**src/rtl/ru_write_arbiter.sv**
```systemverilog
// ru_write_arbiter
//   Shares the single registers_unit write port between two writeback sources:
//     A - in-order pipeline WB stage (only back-pressure is pipe_stall)
//     B - long-latency unit (load / mul-div return) with a valid/ready handshake
//   B is favoured when A is idle, when B has been denied MAX_WAIT cycles in a row,
//   or when both target the same non-zero register (B is the older instruction,
//   so it writes first and the younger A value lands last).
// Ports
//   clk, rst_n               clock, asynchronous active-low reset
//   a_valid, a_rd, a_data    pipeline writeback request
//   b_valid, b_rd, b_data    long-latency writeback request (held until b_ready)
//   b_ready                  B accepted this cycle (combinational)
//   pipe_stall               A not accepted this cycle (combinational)
//   rd, dataWr, ruWr         registered write port towards registers_unit
module ru_write_arbiter #(
  parameter int XLEN     = 32,
  parameter int REGW     = 5,
  parameter int MAX_WAIT = 4
) (
  input  logic            clk,
  input  logic            rst_n,
  input  logic            a_valid,
  input  logic [REGW-1:0] a_rd,
  input  logic [XLEN-1:0] a_data,
  input  logic            b_valid,
  input  logic [REGW-1:0] b_rd,
  input  logic [XLEN-1:0] b_data,
  output logic            b_ready,
  output logic            pipe_stall,
  output logic [REGW-1:0] rd,
  output logic [XLEN-1:0] dataWr,
  output logic            ruWr
);

  localparam int CNTW = $clog2(MAX_WAIT + 1);
  localparam logic [CNTW-1:0] WAIT_LIMIT = CNTW'(MAX_WAIT);

  typedef enum logic {
    NORMAL  = 1'b0,
    STARVED = 1'b1
  } state_t;

  state_t          state_reg, state_next;
  logic [CNTW-1:0] waitCnt_reg, waitCnt_next;
  logic            sameRd;
  logic            grantA;
  logic            grantB;

  always_comb begin
    // Same non-zero destination: the older B result must land before A's.
    sameRd = a_valid & b_valid & (a_rd == b_rd) & (a_rd != '0);
    // Gating with rst_n keeps both handshake outputs low while reset is held,
    // so B is not consumed and the pipeline is not stalled during reset.
    grantB = rst_n & b_valid & (~a_valid | (state_reg == STARVED) | sameRd);
    grantA = rst_n & a_valid & ~grantB;

    b_ready    = grantB;
    pipe_stall = a_valid & grantB;

    // Consecutive-denial counter for B; saturates at the limit, which is
    // exactly the STARVED condition.
    waitCnt_next = waitCnt_reg;
    if (grantB | ~b_valid) begin
      waitCnt_next = '0;
    end else if (waitCnt_reg != WAIT_LIMIT) begin
      waitCnt_next = waitCnt_reg + CNTW'(1);
    end

    state_next = (waitCnt_next == WAIT_LIMIT) ? STARVED : NORMAL;
  end

  always_ff @(posedge clk or negedge rst_n) begin
    if (!rst_n) begin
      state_reg   <= NORMAL;
      waitCnt_reg <= '0;
      ruWr        <= 1'b0;
      rd          <= '0;
      dataWr      <= '0;
    end else begin
      state_reg   <= state_next;
      waitCnt_reg <= waitCnt_next;
      // x0 writes are still granted (handshake completes) but never issued.
      ruWr        <= (grantA & (a_rd != '0)) | (grantB & (b_rd != '0));
      // rd/dataWr hold when nothing is granted so bypass logic sees stable data.
      if (grantB) begin
        rd     <= b_rd;
        dataWr <= b_data;
      end else if (grantA) begin
        rd     <= a_rd;
        dataWr <= a_data;
      end
    end
  end

endmodule

```
**config.mk**
```make
export PLATFORM = sky130hd
export DESIGN_NAME = ru_write_arbiter
export DESIGN_NICKNAME = d
export VERILOG_FILES = /design/src/rtl/ru_write_arbiter.sv
export SDC_FILE = /design/constraint.sdc
export NUM_CORES = 1
export LEC_CHECK = 0
export BUFFER_PORTS_ARGS = -buffer_cell sky130_fd_sc_hd__buf_2
export CAP_MARGIN = 20
export CELL_PAD_IN_SITES_DETAIL_PLACEMENT = 1
export CELL_PAD_IN_SITES_GLOBAL_PLACEMENT = 1
export CORE_MARGIN = 2
export CORE_UTILIZATION = 37
export DETAILED_ROUTE_END_ITERATION = 10
export PLACE_DENSITY = 0.92
export SYNTH_ARGS = -nofsm -noshare
export SYNTH_HDL_FRONTEND = slang
export SYNTH_SLANG_ARGS = --single-unit
```
**constraint.sdc**
```tcl
create_clock -name clk -period 2.1 [get_ports clk]
set_input_delay 0.21 -clock clk [delete_from_list [all_inputs] [get_ports clk]]
set_output_delay 0.21 -clock clk [all_outputs]
set_load 0.005 [all_outputs]
```
== Word-level counts from Yosys, hierarchy flattened ==
Index checks and enable logic that the tools add are counted.
Operators by class
  equality and inequality tests: 3
  mux-type cells: 7
  add/subtract/negate cells: 1
  reduce and logical (&&, ||, !) cells: 3
  bitwise gates (word level): 17
Operators with widths (count)
  $mux 32: 2
  $and 1x1->1: 10
  $mux 5: 2
  $reduce_bool 5->1: 2
  $mux 3: 2
  $eq 5x5->1: 1
  $or 1x1->1: 4
  $add 3x1->3 const B: 1
  $eq 3x3->1 const B: 1
  $ne 3x3->1 const B: 1
  $not 1->1: 3
  $reduce_bool 2->1: 1
  $mux 1: 1
Word-level totals
  logic and storage cells: 36
  flip-flop bits (word level): 42
  output and inout bits: 40
  bits of input ports: 78

== Logic depth before layout (Yosys ltp) ==
Gate-level depths: netlist of the first run.
  depth in word-level cells: 9
  gate-level depth with buffers: 7
  depth with buffers taken out: 6

== Least setup slack after synthesis of the first run ==
Ideal clock, no wire load.
  path type: input to register
  start point: input port a_rd[0]
  end point: register dataWr[20]
  data arrival time: 1397 ps
  setup time: 125 ps
  buffers on the path: 2
  required time: 1975 ps
  stages: 7
  slack: 578 ps
  path through: nor3_1 > nand2_1 > nor3b_2 > o21ai_2 > buf_6 > buf_6 > mux2_4
Between the ends
  longest elaborated chain between the ends: 8
  elaborated cells on any way between the ends: 10
Ends and longest elaborated chain
  from (decl): RTL line 23  | input logic [REGW-1:0] a_rd,
  $eq 5x5->1: RTL line 51  | sameRd = a_valid & b_valid & (a_rd == b_rd) & (a_rd != '0);
  $and 1x1->1: RTL line 51
  $and 1x1->1 (*): RTL line 51
  $or 1x1->1 (*): RTL line 54  | grantB = rst_n & b_valid & (~a_valid | (state_reg == STARVED) | sameRd);
  $and 1x1->1 (*): RTL line 54
  $not 1->1: RTL line 55  | grantA = rst_n & a_valid & ~grantB;
  $and 1x1->1: RTL line 55
  $reduce_bool 2->1 (no line)
  to (signal assigned): RTL line 87  | dataWr <= b_data;
  to (signal assigned): RTL line 90  | dataWr <= a_data;
  to (decl): RTL line 31  | output logic [XLEN-1:0] dataWr,
Mark *: on every way between the ends. The rest lies on a longest branch, timed or not.
A chain may end at the register's enable or synchronous reset.

== Final worst setup path of the first run ==
  start point: input port rst_n
  end point: output port b_ready
Between the ends
  longest elaborated chain between the ends: 2
Ends and longest elaborated chain
  from (decl): RTL line 21  | input logic rst_n,
  $and 1x1->1 (2 in series): RTL line 54
  to (decl): RTL line 28  | output logic b_ready,
Every way passes these cells.

==> impl_metrics.env, run 1 <==
export IMPL_period_share=0.8448
export IMPL_cts_repair_timing_setup_buffer_count=0
export IMPL_area_sequential_um2=1051
export IMPL_critPathLaunch="rst_n"
export IMPL_mostFrequentLayoutCell="sky130_fd_sc_hd__buf_2"
export IMPL_timing_hold_worst_class="input port to register"
export IMPL_largest_register_ffs=32
export IMPL_route_antenna_remaining_nets=0
export IMPL_flow_area_growth_from_synthesis_pct=37.82
export IMPL_synthCells=157
export IMPL_global_route_overflow_total=0
export IMPL_wl_mm=5.398
export IMPL_synth_async_reset_ratio=1.000
export IMPL_post_synth_num_cell_types=30
export IMPL_dp_hpwl_mm=4.345
export IMPL_worst_hold_end="dataWr[27]"
export IMPL_cts_inserted_buffers=5
export IMPL_detail_route_vias_per_cell=4.854
export IMPL_clockBufferDepth=2
export IMPL_worst_endpoint_required_ns=1.89
export IMPL_rsz0062_at_grt="no"
export IMPL_crit_slowest_cell="sky130_fd_sc_hd__dlygate4sd3_1"
export IMPL_grt_antenna_before_repair=0
export IMPL_num_antenna_cells=0
export IMPL_chipHeight_um=81.17
export IMPL_first_pass_iters=5
export IMPL_hold_viol=0
export IMPL_wl_per_cell_um=15.16
export IMPL_synth_yosys_warnings=0
export IMPL_grt_pass1_vias=1847
export IMPL_via_count=1728
export IMPL_mappedNetlistArea_um2=2203
export IMPL_fin_worst_skew_ns=0.006306
export IMPL_power_density_cell_area_nw_per_um2=728.8
export IMPL_grt_util_met3=0.04111
export IMPL_worstHoldPathCells=2
export IMPL_reg2reg_to="dataWr[14]"
export IMPL_nature_of_the_critical_path_startpoint="input port"
export IMPL_setup_reg_to_reg_worst_slack_ns=0.63
export IMPL_actual_transition_at_the_worst_max_transition_pin_ns=0.3359
export IMPL_globalRoute_busiestLayer="met2"
export IMPL_final_cell_mix="117 x sky130_fd_sc_hd__buf_2, 64 x sky130_fd_sc_hd__mux2_2, 42 x sky130_fd_sc_hd__dfrtp_1"
export IMPL_gr_usage_met2=0.3157
export IMPL_cpPeakStageDelay_ns=0.53
export IMPL_worst_hold_slack_ns=0.1479
export IMPL_design_die_area_um2=6589
export IMPL_reg2reg_from="state_reg"
export IMPL_numPortBuffers=117
export IMPL_internal_power_uw=1680
export IMPL_clock_sinks=42
export IMPL_utilization=0.5190
export IMPL_r2r_cell_count=4
export IMPL_synth_net_count=237
export IMPL_core_rowCount=28
export IMPL_post_synth_cell_area_avg_um2=14.03
export IMPL_ctsRootBufferMaster="sky130_fd_sc_hd__clkbuf_8"
export IMPL_clock_power_share=0.290
export IMPL_p_sw_frac=0.2412
export IMPL_filler_cell_count=667
export IMPL_worst_setup_path_type="input port to output pin"
export IMPL_drt_drc_violations_left=0
export IMPL_worstPathCellList="dlygate4sd3_1 > buf_2 > and2_1 > o21ai_4 > buf_12 > inv_2 > buf_2"
export IMPL_worst_slew_margin_rel=0.7751
export IMPL_power_frac_seq=0.449
export IMPL_drv_max_cap_violation_count=0
export IMPL_critPathMostFrequentCell="sky130_fd_sc_hd__buf_2"
export IMPL_outcome="complete, no violations"
export IMPL_timing_hold_worst_start="b_data[27]"
export IMPL_synth_enable_flop_cells=0
export IMPL_initial_utilization=0.3766
export IMPL_p_leak_uw=0.001533
export IMPL_met1_usage=0.1924
export IMPL_most_used_dff_post_synth="sky130_fd_sc_hd__dfrtp_1"
export IMPL_worst_setup_hold_path_clk_slew_ns=0.08
export IMPL_worstSkewPairLatency_ns=0.28
export IMPL_cp_max_fo=19
export IMPL_layout_nets=361
export IMPL_power_frac_comb=0.261
export IMPL_final_layout_size_suffix_gt1_frac=0.7402
export IMPL_p_sw_uw=533.7
export IMPL_setup_viol=0
export IMPL_fin_crit_ns=1.774
export IMPL_grt_first_pass_wirelength_mm=8.562
export IMPL_multi_input_area_um2=1102
export IMPL_worst_endpoint_arrival_ns=1.56
export IMPL_design_core_area_um2=5851
export IMPL_critical_path_endpoint_type="output pin"
export IMPL_floorplan_die_width_um=81.17
export IMPL_clock_fmax_ghz=0.5637
export IMPL_tritoncts="built"
export IMPL_finalWeightedCongestion=0.7151
export IMPL_vdd_ir_drop_max_v=0.0003634
export IMPL_setup_total_negative_slack_ns=0
export IMPL_detail_route_iter0_violations=56
export IMPL_yosysSeqAreaShare=0.4770
export IMPL_grt_total_usage=0.1701
export IMPL_pin_count_of_the_biggest_net_entering_global_routing=23
export IMPL_synth_ff_latch_count=42
export IMPL_slew_viol_final=0
export IMPL_design_portCount=118
export IMPL_ctsHtreeMaxLevel=2
## power groups by stage
| stage | Combinational, uW | Sequential (uW) | Clock [uW] |
|---|---|---|---|
| 6_report | 578 | 993 | 642 |
| 5_1_grt | 638 | 1010 | 700 |
| 4_1_cts | 590 | 995 | 661 |
| 3_5_place_dp | 588 | 1010 | 0 |
| 3_3_place_gp | 561 | 1000 | 0 |
| 2_1_floorplan | 296 | 1020 | 0 |
## layout make-up
class / instances / share of cell area
well taps: 75 / 0.03090
multi-input cells: 105 / 0.3630
inverters: 3 / 0.003708
repair buffers: 124 / 0.2192
clock buffers: 6 / 0.02719
flip-flops and latches: 42 / 0.3461
clock inverters: 1 / 0.009889
## worst max-delay path: cells and delay by family
| family | cells | cell delay (ns) |
|---|---|---|
| buf+inv | 5 | 1.06 |
| simple gates | 1 | 0.19 |
| compound gates | 1 | 0.10 |
## layer usage
layer / up-vias / wire length [um]
met3: 9 / 377
met1: 837 / 2076
met2: 74 / 2851
li1: 808 / -
met5: - / 0
met4: 0 / 93
## worst max path at each step
| stage | to | cells after the start | slack (ns) |
|---|---|---|---|
| floorplan | dataWr[20] | 7 | 0.58 |
| global placement | dataWr[21] | 7 | 0.44 |
| detailed placement | dataWr[20] | 7 | 0.38 |
| CTS | b_ready | 7 | 0.32 |
| global route | b_ready | 7 | 0.25 |
| finish | b_ready | 7 | 0.33 |
## synth_stat cells (2+ instances only)
library cell | instances | share of area
sky130_fd_sc_hd__ha_1 | 2 | 0.011
sky130_fd_sc_hd__xnor2_1 | 6 | 0.024
sky130_fd_sc_hd__clkbuf_1 | 2 | 0.0034
sky130_fd_sc_hd__nand3_1 | 2 | 0.0045
sky130_fd_sc_hd__mux2_4 | 10 | 0.068
sky130_fd_sc_hd__buf_6 | 2 | 0.010
sky130_fd_sc_hd__dfrtp_1 | 42 | 0.48
sky130_fd_sc_hd__nand2_1 | 2 | 0.0034
sky130_fd_sc_hd__inv_1 | 2 | 0.0034
sky130_fd_sc_hd__mux2_2 | 64 | 0.33
sky130_fd_sc_hd__and3_1 | 2 | 0.0057
sky130_fd_sc_hd__nor2_1 | 3 | 0.0051
## metrics by stage
step	power, uW	worst slack [ns]	instance area [um^2]	cells
global placement	1564	0.4369	2914	348
floorplan	1314	0.5777	2203	157
global route	2345	0.2462	3037	356
detailed placement	1596	0.3810	2914	348
finish	2213	0.3259	3037	356
CTS	2246	0.3198	3037	356
## cell families (layout without fill, tap and decap cells)
kind of cell,Yosys count,after routing,share of synthesized area
AOI/OAI and AO/OA,4,4,0.01420
xor gates and xnor gates,6,6,0.02385
adders and majority gates,2,2,0.01136
buffers and inverters,10,134,0.02612
DFF,42,42,0.4770
muxes,75,75,0.3998
and+or+nand+nor,18,18,0.04771
## timing repair
item / CTS / global route
resized for setup: 0 / 0
endpoints found under the hold margin: 42 / 0
hold buffers: 1 / 0
Power figures use the tool's default switching activity.
==> inputs of run 2 (changes only) <==
- CORE_UTILIZATION: 37 -> 34
- PLACE_DENSITY: 0.92 -> 0.86
- clock period: 2.1 -> 1.65 ns (I/O delays scaled with it)
==> run 2 against run 1 <==
  * Combinational power is 29% higher
  * Setup slack got worse by 0.22 ns
  * Cell area rose by 1.9%
  * Routed wire length up 0.33%
  * Critical path type is now register to register
  * First-iteration DRC count down 32%
  * Total power increased by 26%
  * Clock power up 23%
==> impl_metrics.env, run 2 (same netlist as run 1, synthesis figures left out) <==
export IMPL_power_density_cell_area_nw_per_um2=904.4
export IMPL_filler_cell_count=714
export IMPL_critical_path_endpoint_type="register"
export IMPL_worst_hold_end="dataWr[27]"
export IMPL_chipHeight_um=84.50
export IMPL_ctsRootBufferMaster="sky130_fd_sc_hd__clkbuf_8"
export IMPL_clockBufferDepth=2
export IMPL_utilization=0.4901
export IMPL_vdd_ir_drop_max_v=0.0003989
export IMPL_worstSkewPairLatency_ns=0.28
export IMPL_mostFrequentLayoutCell="sky130_fd_sc_hd__buf_2"
export IMPL_rsz0062_at_grt="no"
export IMPL_design_die_area_um2=7140
export IMPL_grt_antenna_before_repair=0
export IMPL_clock_sinks=42
export IMPL_period_share=0.9330
export IMPL_fin_crit_ns=1.539
export IMPL_cp_max_fo=18
export IMPL_dp_hpwl_mm=4.264
export IMPL_wl_per_cell_um=15.00
export IMPL_cts_inserted_buffers=5
export IMPL_worst_slew_margin_rel=0.7401
export IMPL_final_cell_mix="117 x sky130_fd_sc_hd__buf_2, 64 x sky130_fd_sc_hd__mux2_2, 42 x sky130_fd_sc_hd__dfrtp_1"
export IMPL_slew_viol_final=0
export IMPL_timing_hold_worst_class="input port to register"
export IMPL_ctsHtreeMaxLevel=2
export IMPL_setup_viol=0
export IMPL_grt_total_usage=0.1513
export IMPL_setup_reg_to_reg_worst_slack_ns=0.11
export IMPL_num_antenna_cells=0
export IMPL_timing_hold_worst_start="b_data[27]"
export IMPL_worst_slack_ns=0.1105
export IMPL_design_core_area_um2=6314
export IMPL_worstHoldPathCells=2
export IMPL_r2r_cell_count=5
export IMPL_final_cell_count_no_fill=361
export IMPL_outcome="complete, no violations"
export IMPL_nature_of_the_critical_path_startpoint="register"
export IMPL_layout_nets=363
export IMPL_via_count=1730
export IMPL_design_portCount=118
export IMPL_hold_viol=0
export IMPL_route_antenna_remaining_nets=0
export IMPL_grt_pass1_vias=1843
export IMPL_actual_transition_at_the_worst_max_transition_pin_ns=0.3899
export IMPL_largest_register_ffs=32
export IMPL_reg2reg_to="dataWr[16]"
export IMPL_core_rowCount=29
export IMPL_final_layout_size_suffix_gt1_frac=0.7430
export IMPL_initial_utilization=0.3490
export IMPL_global_route_overflow_total=0
export IMPL_grt_first_pass_wirelength_mm=8.728
export IMPL_drt_drc_violations_left=0
export IMPL_worst_endpoint_required_ns=1.82
export IMPL_flow_area_growth_from_synthesis_pct=40.43
export IMPL_clock_fmax_ghz=0.6496
export IMPL_detail_route_iter0_violations=38
export IMPL_power_uw=2799
export IMPL_finalWeightedCongestion=0.7897
export IMPL_reg2reg_from="state_reg"
export IMPL_pin_count_of_the_biggest_net_entering_global_routing=32
export IMPL_numPortBuffers=117
export IMPL_worst_setup_hold_path_clk_slew_ns=0.08
export IMPL_drv_max_cap_violation_count=0
export IMPL_worst_setup_path_type="register to register"
export IMPL_floorplan_die_width_um=84.50
export IMPL_first_pass_iters=5
export IMPL_worst_endpoint_arrival_ns=1.71
export IMPL_dp_slack_ns=-0.05233
export IMPL_fin_worst_skew_ns=0.005723
export IMPL_p_leak_uw=0.001562
export IMPL_tritoncts="built"
export IMPL_detail_route_vias_per_cell=4.792
export IMPL_wl_mm=5.416
export IMPL_placed_cells=350
export IMPL_setup_total_negative_slack_ns=0
[run 2: cell types whose count changed in the layout (fill, tap and decap cells not counted)]
cell / before / now
sky130_fd_sc_hd__nor3b_2: 1 / 0
sky130_fd_sc_hd__clkbuf_1: 0 / 2
sky130_fd_sc_hd__nor3b_4: 0 / 1
sky130_fd_sc_hd__xnor2_1: 6 / 4
sky130_fd_sc_hd__buf_12: 2 / 4
sky130_fd_sc_hd__xnor2_2: 0 / 2
sky130_fd_sc_hd__clkbuf_8: 6 / 5
[run 2: stage by stage]
step	hold WS, ns	cell area (um^2)
after detailed placement	0.1829	2929
after global placement	0.1764	2929
after CTS	0.09429	3045
after floorplan	-0.1306	2203
after global routing	0.08539	3094
final	0.1061	3094
[run 2: worst max-delay path, cell delays in order (launching register included)]
cell                       delay (ns)
sky130_fd_sc_hd__dfrtp_1         0.39
sky130_fd_sc_hd__nand2b_1        0.19
sky130_fd_sc_hd__o21ai_4         0.21
sky130_fd_sc_hd__buf_12          0.13
sky130_fd_sc_hd__buf_12          0.15
sky130_fd_sc_hd__mux2_2          0.35
[run 2: worst max path at each step]
stage / start / end / slack [ns] / cells after the start
finish: state_reg / dataWr[16] / 0.11 / 5
global route: b_rd[4] / b_ready / 0.006 / 8
CTS: state_reg / b_ready / 0.01 / 5
detailed placement: a_rd[1] / dataWr[21] / -0.05 / 7
global placement: b_rd[4] / dataWr[26] / 0.02 / 7
floorplan: a_rd[0] / dataWr[20] / 0.17 / 7
[run 2: layout make-up]
type,count,area (um^2),area share
Multi-Input combinational cell,105,1124,0.3631
Clock inverter,1,30.03,0.009705
Tap cell,77,96.34,0.03114
Sequential cell,42,1051,0.3397
Timing Repair Buffer,126,705.7,0.2281
Inverter,3,11.26,0.003639
Clock buffer,7,76.32,0.02467
[run 2: timing repair]
| item | CTS | global route |
|---|---|---|
| hold endpoints to repair | 42 | 0 |
| hold buffers | 1 | 0 |
| endpoints found under the setup margin | 0 | 1 |
| gates resized for setup | 0 | 3 |
| buffers inserted | 0 | 2 |
[run 2: power by group]
| group | internal [uW] | total, uW | switching (uW) |
|---|---|---|---|
| sequential | 1190 | 1260 | 76.4 |
| clock | 453 | 789 | 336 |
| combinational | 475 | 744 | 270 |
| total | 2120 | 2800 | 682 |
[run 2: routing by layer]
metal / wire (um) / vias up / track usage
li1: - / 812 / -
met1: 2090 / 843 / 0.1710
met3: 353 / 6 / 0.03736
met2: 2905 / 69 / 0.2742
met4: 68 / 0 / 0.05628
met5: 0 / - / 0
==> inputs of run 3 (changes only) <==
- MAX_ROUTING_LAYER: not set -> met4
==> run 3 against run 2 <==
  * Via count increased by 0.17%
  * Non-clock buffer count unchanged
  * Cell area unchanged
  * Routed wire length about the same
  * Setup slack got worse by 0.0023 ns
  * Combinational power about the same
  * Clock skew about the same
  * Clock power about the same
  * Die area unchanged
  * Sequential share of layout area unchanged
  * Fmax decreased by 0.15%
  * Critical endpoint unchanged
  * Largest power group unchanged
  * Highest routed layer unchanged
==> impl_metrics.env, run 3 (same netlist as run 1, synthesis figures left out) <==
export IMPL_nature_of_the_critical_path_startpoint="register"
export IMPL_cp_max_fo=18
export IMPL_cts_inserted_buffers=5
export IMPL_critical_path_buffer_and_inverter_count=2
export IMPL_power_uw=2797
export IMPL_via_count=1733
export IMPL_post_dp_cell_area_um2=2929
export IMPL_wl_mm=5.419
export IMPL_worst_slack_ns=0.1083
export IMPL_actual_transition_at_the_worst_max_transition_pin_ns=0.3909
export IMPL_cpPeakStageDelay_ns=0.39
export IMPL_mostFrequentLayoutCell="sky130_fd_sc_hd__buf_2"
export IMPL_critical_path_endpoint_type="register"
export IMPL_setup_viol=0
export IMPL_post_route_cell_area_um2=3094
export IMPL_num_antenna_cells=0
export IMPL_floorplan_die_width_um=84.50
export IMPL_p_leak_uw=0.001562
export IMPL_critPathMostFrequentCell="sky130_fd_sc_hd__buf_12"
export IMPL_tritoncts="built"
export IMPL_ctsRootBufferMaster="sky130_fd_sc_hd__clkbuf_8"
export IMPL_worstPathCellList="nand2b_1 > o21ai_4 > buf_12 > buf_12 > mux2_2"
export IMPL_numPortBuffers=117
export IMPL_worst_setup_path_type="register to register"
export IMPL_worst_endpoint_required_ns=1.82
export IMPL_global_route_overflow_total=0
export IMPL_grt_total_usage=0.1565
export IMPL_design_core_area_um2=6314
export IMPL_dp_hpwl_mm=4.264
export IMPL_outcome="complete, no violations"
export IMPL_drv_max_cap_violation_count=0
export IMPL_final_cell_mix="117 x sky130_fd_sc_hd__buf_2, 64 x sky130_fd_sc_hd__mux2_2, 42 x sky130_fd_sc_hd__dfrtp_1"
export IMPL_initial_utilization=0.3490
export IMPL_layout_nets=363
export IMPL_clock_sinks=42
export IMPL_fin_worst_skew_ns=0.006100
export IMPL_pin_count_of_the_biggest_net_entering_global_routing=32
export IMPL_final_layout_size_suffix_gt1_frac=0.7430
export IMPL_worstSkewPairLatency_ns=0.28
export IMPL_vdd_ir_drop_max_v=0.0003980
export IMPL_power_density_cell_area_nw_per_um2=904.1
export IMPL_design_portCount=118
export IMPL_wl_per_cell_um=15.01
export IMPL_grt_pass1_vias=1843
export IMPL_detail_route_vias_per_cell=4.801
export IMPL_placed_cells=350
export IMPL_utilization=0.4901
export IMPL_flow_area_growth_from_synthesis_pct=40.43
export IMPL_dp_slack_ns=-0.05233
export IMPL_final_cell_count_no_fill=361
export IMPL_clock_fmax_ghz=0.6486
export IMPL_period_share=0.9344
export IMPL_core_rowCount=29
export IMPL_worst_slew_margin_rel=0.7394
export IMPL_crit_slowest_cell="sky130_fd_sc_hd__dfrtp_1"
export IMPL_chipHeight_um=84.50
export IMPL_first_pass_iters=5
export IMPL_ctsHtreeMaxLevel=2
export IMPL_fin_crit_ns=1.542
export IMPL_grt_first_pass_wirelength_mm=8.735
export IMPL_hold_viol=0
export IMPL_family_of_cells_with_the_greatest_summed_delay_on_the_critical_path="flip-flops"
export IMPL_finalWeightedCongestion=0.8008
export IMPL_drt_drc_violations_left=0
export IMPL_slew_viol_final=0
export IMPL_route_antenna_remaining_nets=0
export IMPL_largest_register_ffs=32
export IMPL_design_die_area_um2=7140
export IMPL_clockBufferDepth=2
export IMPL_rsz0062_at_grt="no"
export IMPL_grt_antenna_before_repair=0
export IMPL_worst_setup_hold_path_clk_slew_ns=0.08
export IMPL_timing_hold_worst_class="input port to register"
export IMPL_worst_endpoint_arrival_ns=1.71
export IMPL_detail_route_iter0_violations=39
-- run 3: cell counts in the layout (fill, tap and decap cells not counted) --
Identical to the previous run, type by type.
-- run 3: worst paths after layout --
path                               to  cells past startpoint       start  slack (ns)
max in group asynchronous   dataWr[8]                      3       rst_n        0.81
max reg2reg                dataWr[16]                      5   state_reg        0.11
min in group asynchronous  dataWr[17]                      3       rst_n        0.46
max                        dataWr[16]                      5   state_reg        0.11
min reg2reg                     rd[1]                      2       rd[1]        0.63
min                        dataWr[17]                      2  b_data[17]        0.11
-- run 3: worst register-to-register path: stages (launching register included) --
cell                       delay [ns]
sky130_fd_sc_hd__dfrtp_1         0.39
sky130_fd_sc_hd__nand2b_1        0.19
sky130_fd_sc_hd__o21ai_4         0.21
sky130_fd_sc_hd__buf_12          0.14
sky130_fd_sc_hd__buf_12          0.15
sky130_fd_sc_hd__mux2_2          0.35
-- run 3: stage by stage --
stage,hold WS [ns],TNS [ns]
after floorplan,-0.1306,0
after global placement,0.1764,0
after detailed placement,0.1829,-0.9966
after CTS,0.09429,0
after global routing,0.08343,0
final,0.1059,0
-- run 3: final cells by class --
type                            count  area (um^2)
Sequential cell                    42         1051
Fill cell                         714         3219
Tap cell                           77        96.34
Clock buffer                        7        76.32
Timing Repair Buffer              126        705.7
Clock inverter                      1        30.03
Inverter                            3        11.26
Multi-Input combinational cell    105         1124
-- run 3: where the power goes --
group,total (uW),switching (uW),internal [uW],leakage (uW)
logic,744,270,475,0.00101
clock network,788,335,453,0.0000524
registers,1270,76.5,1190,0.000500
-- run 3: metal layers --
metal,GRT usage,share of wire,vias to the layer above
met3,0.03147,0.057,6
met2,0.2720,0.53,69
met5,-,0,-
li1,-,-,812
met4,0.05628,0.013,0
met1,0.1785,0.40,846
-- run 3: what timing repair did --
item                       in CTS  in global routing
hold endpoints to repair       42                  0
hold buffers                    1                  0
setup endpoints to repair       0                  1
resized for setup               0                  3
buffers inserted                0                  2
